**src/rtl/fetch_stage.sv**
```systemverilog
// Instruction-fetch stage: owns the PC, resolves j/jal in-stage, and fills the IF/ID register.
// Misaligned redirect targets park the stage in FAULT until reset.
//
// state | meaning
// RUN   | fetching, honouring redirect/stall
// FAULT | misaligned redirect seen; PC and fault_pc frozen until reset
module fetch_stage #(
   parameter logic [31:0] RESET_PC = 32'd40
) (
   input  logic        clk,
   input  logic        reset,
   input  logic        stall,
   input  logic        redirect_valid,
   input  logic [31:0] redirect_pc,
   output logic [31:0] imem_addr,
   input  logic [31:0] imem_instr,
   output logic [31:0] if_id_instr,
   output logic [31:0] if_id_pc_plus4,
   output logic        if_id_valid,
   output logic        fault,
   output logic [31:0] fault_pc,
   output logic [31:0] fetch_count
);

   typedef enum logic {RUN, FAULT} state_t;

   state_t      state_q, state_d;
   logic [31:0] pc_q, pc_d;
   logic [31:0] instr_q, instr_d;
   logic [31:0] pc4_q, pc4_d;
   logic        valid_q, valid_d;
   logic [31:0] fault_pc_q, fault_pc_d;
   logic [31:0] count_q, count_d;

   logic [31:0] pc_plus4;
   logic [31:0] jump_target;
   logic        is_jump;

   assign pc_plus4    = pc_q + 32'd4;
   assign is_jump     = (imem_instr[31:27] == 5'b00001);
   assign jump_target = {pc_plus4[31:28], imem_instr[25:0], 2'b00};

   always_comb begin
      state_d    = state_q;
      pc_d       = pc_q;
      instr_d    = instr_q;
      pc4_d      = pc4_q;
      valid_d    = valid_q;
      fault_pc_d = fault_pc_q;
      count_d    = count_q;
      if (state_q == RUN) begin
         if (redirect_valid && (redirect_pc[1:0] != 2'b00)) begin
            state_d    = FAULT;
            fault_pc_d = redirect_pc;
            valid_d    = 1'b0;
         end else if (redirect_valid) begin
            // A redirect wins over a stall: the squashed slot must not linger.
            pc_d    = redirect_pc;
            valid_d = 1'b0;
         end else if (!stall) begin
            instr_d = imem_instr;
            pc4_d   = pc_plus4;
            valid_d = 1'b1;
            count_d = count_q + 32'd1;
            pc_d    = is_jump ? jump_target : pc_plus4;
         end
      end
   end

   always_ff @(posedge clk or posedge reset) begin
      if (reset) begin
         state_q    <= RUN;
         pc_q       <= RESET_PC;
         instr_q    <= '0;
         pc4_q      <= '0;
         valid_q    <= 1'b0;
         fault_pc_q <= '0;
         count_q    <= '0;
      end else begin
         state_q    <= state_d;
         pc_q       <= pc_d;
         instr_q    <= instr_d;
         pc4_q      <= pc4_d;
         valid_q    <= valid_d;
         fault_pc_q <= fault_pc_d;
         count_q    <= count_d;
      end
   end

   assign imem_addr      = pc_q;
   assign if_id_instr    = instr_q;
   assign if_id_pc_plus4 = pc4_q;
   assign if_id_valid    = valid_q;
   assign fault          = (state_q == FAULT);
   assign fault_pc       = fault_pc_q;
   assign fetch_count    = count_q;

endmodule

```
**config.mk**
```make
export PLATFORM = sky130hd
export DESIGN_NAME = fetch_stage
export DESIGN_NICKNAME = d
export VERILOG_FILES = /design/src/rtl/fetch_stage.sv
export SDC_FILE = /design/constraint.sdc
export NUM_CORES = 1
export LEC_CHECK = 0
export ABC_AREA = 1
export BUFFER_PORTS_ARGS = -buffer_cell sky130_fd_sc_hd__buf_2
export CORE_ASPECT_RATIO = 2
export CORE_MARGIN = 2
export CORE_UTILIZATION = 30
export CTS_CLUSTER_SIZE = 10
export DETAILED_ROUTE_END_ITERATION = 8
export SLEW_MARGIN = 20
export SYNTH_ARGS = -nofsm -noshare
export SYNTH_HDL_FRONTEND = slang
export SYNTH_SLANG_ARGS = --single-unit
```
**constraint.sdc**
```tcl
create_clock -name clk -period 12.1 [get_ports clk]
set_clock_uncertainty 0.15 [all_clocks]
set_input_delay 1.815 -clock clk [delete_from_list [all_inputs] [get_ports clk]]
set_output_delay 1.815 -clock clk [all_outputs]
set_load 0.02 [all_outputs]
```
==> impl_metrics.env <==
export IMPL_status="complete, no violations"
export IMPL_track_usage_pct=18.53
export IMPL_yosys_area_share_adder_pct=0.3098
export IMPL_dieWidth_um=120.0
export IMPL_hp_class="reg2reg"
export IMPL_max_stage_delay_ns=0.54
export IMPL_drv_slew=0
export IMPL_hpwl_um=19200
export IMPL_cts_hold_buf=0
export IMPL_grt_pass1_vias=7499
export IMPL_area_growth_pct=24.63
export IMPL_rows=85
export IMPL_cts_tree="yes"
export IMPL_start_util_pct=30.26
export IMPL_arrival_ns=4.23
export IMPL_remaining_drc_errors=0
export IMPL_die_height_um=236.0
export IMPL_synth_top_area_share_pct=49.57
export IMPL_tns_ns=0
export IMPL_critPathCapture="imem_addr[5]"
export IMPL_dr_pass1_iters=6
export IMPL_place_area_um2=9514
export IMPL_htreeDepth=4
export IMPL_detail_route_antenna_nets=0
export IMPL_cts_buffer_depth=2
export IMPL_syn_inst=1041
export IMPL_synth_top_family_by_area="simple AND/OR/NAND/NOR gates"
export IMPL_syn_area_um2=8076
export IMPL_finalWorstPathRequiredPeriod_ns=4.012
export IMPL_timing_rr_end="fetch_count[26]"
export IMPL_num_io_pins=230
export IMPL_gp_congestion=0.9100
export IMPL_p_per_area_nw_per_um2=112.1
export IMPL_synth_edf_count=0
export IMPL_wl_per_cell_um=16.05
export IMPL_crit_type="in2reg"
export IMPL_use_met2_pct=29.46
export IMPL_synthesis_nets=1111
export IMPL_p_total_uw=1129
export IMPL_synthSimpleGateAreaFrac_pct=28.40
export IMPL_synth_seq_area_share_pct=50.22
export IMPL_fp_coreArea_um2=26690
export IMPL_antenna_found_initial=1
export IMPL_cts_sinks=162
export IMPL_avgSynthCellArea_um2=7.758
export IMPL_grt_max_degree=97
export IMPL_cts_buffers=17
export IMPL_timing_rr_start="fault"
export IMPL_viasPerCell=4.787
export IMPL_grt_pass1_wl_um=40890
export IMPL_crit_fanout=41
export IMPL_fin_crit_sh_pct=33.15
export IMPL_fmax_ghz=0.2493
export IMPL_reg2reg_depth=7
export IMPL_crit_start="redirect_valid"
export IMPL_cts_root_buf="clkbuf_16"
export IMPL_path_cells="buf_2 -> inv_2 -> nand2_1 -> nand2_1 -> inv_1 -> nand2_1 -> buf_4 -> inv_1 -> o21ai_0 -> o22ai_1"
export IMPL_tightest_slew_ns=1.023
export IMPL_synth_xor_area_share_pct=4.229
export IMPL_leakage_uw=0.005674
export IMPL_fillCellCount=2811
export IMPL_n_antenna_cell=0
export IMPL_design_die_area_um2=28330
export IMPL_synthFlopType="dfrtp_1"
export IMPL_setup_viol=0
export IMPL_clock_latency_ns=0.44
export IMPL_wirelength_um=25910
export IMPL_hold_viol_final=0
export IMPL_synth_seq_cells=162
export IMPL_met3_usage_pct=5.343
export IMPL_drv_cap=0
export IMPL_drive_gt1_share_pct=23.62
export IMPL_clkTransAtPathRegs_ns=0.06
export IMPL_grt_use_met1_pct=23.52
export IMPL_cp_required_ns=12.32
export IMPL_drt_iter0_markers=670
export IMPL_cts_setup_buffers=0
export IMPL_synth_compound_area_share_pct=9.094
export IMPL_synthMuxAreaShare_pct=0
export IMPL_nets=1324
export IMPL_design_area_um2=10070
export IMPL_yosysTopAreaCell="dfrtp_1"
export IMPL_cp_common_cell="nand2_1"
export IMPL_vias=7726
export IMPL_rrSetupSlack_ns=9.54
export IMPL_busiest_layer="met2"
export IMPL_cts_resized_gates=0
export IMPL_synth_top_cells_by_area="dfrtp_1, nand2_1, inv_1"
export IMPL_final_common_cell="nand2_1"
export IMPL_final_util_pct=37.71
export IMPL_port_buffers=229
export IMPL_synth_async_reset_ratio_pct=100.0
export IMPL_ys_types=39
export IMPL_grt_overflow_total=0
export IMPL_yosys_warnings=0
export IMPL_relSlewSlack_pct=31.71
export IMPL_ir_worst_vdd_v=0.00007174
export IMPL_cpMaxStageDelayCell="buf_2"
export IMPL_final_cell_mix="nand2_1, buf_2, dfrtp_1, inv_1, o21ai_0"
export IMPL_rsz0062_at_grt="no"
export IMPL_endpoint_kind="flop"
export IMPL_cp_start_kind="primary input"
==> cell families after synthesis <==
group	Yosys count
AOI/OAI and AO/OA	138
xor gates and xnor gates	39
adders and majority gates	2
buffers and inverters	158
DFF	162
and+or+nand+nor	542
==> metal layers <==
metal / part of all wire, % / routed length, µm
met1: 41 / 10670
met2: 47 / 12170
met3: 8.8 / 2284
met4: 3.0 / 779
met5: 0.027 / 7
==> layout make-up <==
cell class,count,area (µm²),area share (%)
Multi-Input combinational cell,721,3395,33.72
Clock buffer,20,436.7,4.338
Inverter,119,451.7,4.487
Tap cell,348,435.4,4.326
Sequential cell,162,4056,40.30
Clock inverter,11,115.1,1.144
Timing Repair Buffer,233,1176,11.68
==> worst min path at each step <==
stage,start,end,slack [ns],cells after the start
global route,if_id_pc_plus4[14],if_id_pc_plus4[14],0.36,2
CTS,fault_pc[18],fault_pc[18],0.33,2
floorplan,imem_addr[0],imem_addr[0],0.33,2
finish,fault_pc[18],fault_pc[18],0.32,2
global placement,fault_pc[18],fault_pc[18],0.31,2
detailed placement,fault_pc[10],fault_pc[10],0.31,2
==> critical path: cells and delay by family <==
kind,cells,cell delay [ns]
buf+inv,5,1.70
compound gates,2,0.32
simple gates,3,0.38
==> power by group <==
group	leakage, µW	switching [µW]	internal (µW)
sequential	0.00215	2.75	547
clock	0.000261	219	300
combinational	0.00326	42.4	17.3
total	0.00567	265	864
==> through the flow <==
step                setup WS (ns)  std cells  hold WS (ns)
floorplan                   5.762       1041        0.3335
global placement            7.737       1583        0.3070
detailed placement          7.673       1583        0.3082
CTS                         8.146       1614        0.3251
global route                7.896       1614        0.3574
finish                      8.088       1614        0.3166
==> cell usage after synthesis (2+ instances only) <==
| master | number |
|---|---|
| nor2_4 | 8 |
| inv_2 | 5 |
| nand2_1 | 381 |
| dfrtp_1 | 160 |
| buf_4 | 3 |
| o21ai_0 | 77 |
| a21oi_1 | 33 |
| nand3_2 | 3 |
| a31oi_1 | 11 |
| dfstp_2 | 2 |
| nand3b_1 | 7 |
| clkbuf_1 | 23 |
| buf_2 | 11 |
| nor2_2 | 5 |
| o21ai_1 | 6 |
| nand3_1 | 38 |
| a22oi_1 | 2 |
| nor3_2 | 2 |
| nor3_1 | 9 |
| nand4_1 | 6 |
| nor2_1 | 71 |
| inv_1 | 113 |
| nand2_2 | 7 |
| o21ai_2 | 2 |
| xnor2_1 | 14 |
| ha_1 | 2 |
| o22ai_1 | 2 |
| o211ai_1 | 3 |
| xor2_1 | 25 |
==> registers in the layout (all words and copies together) (netlist names) <==
register and flops:
if_id_valid 1, if_id_pc_plus4 32, if_id_instr 32, fault 1, imem_addr 32, fetch_count 32, fault_pc 32
Power figures use the tool's default switching activity.
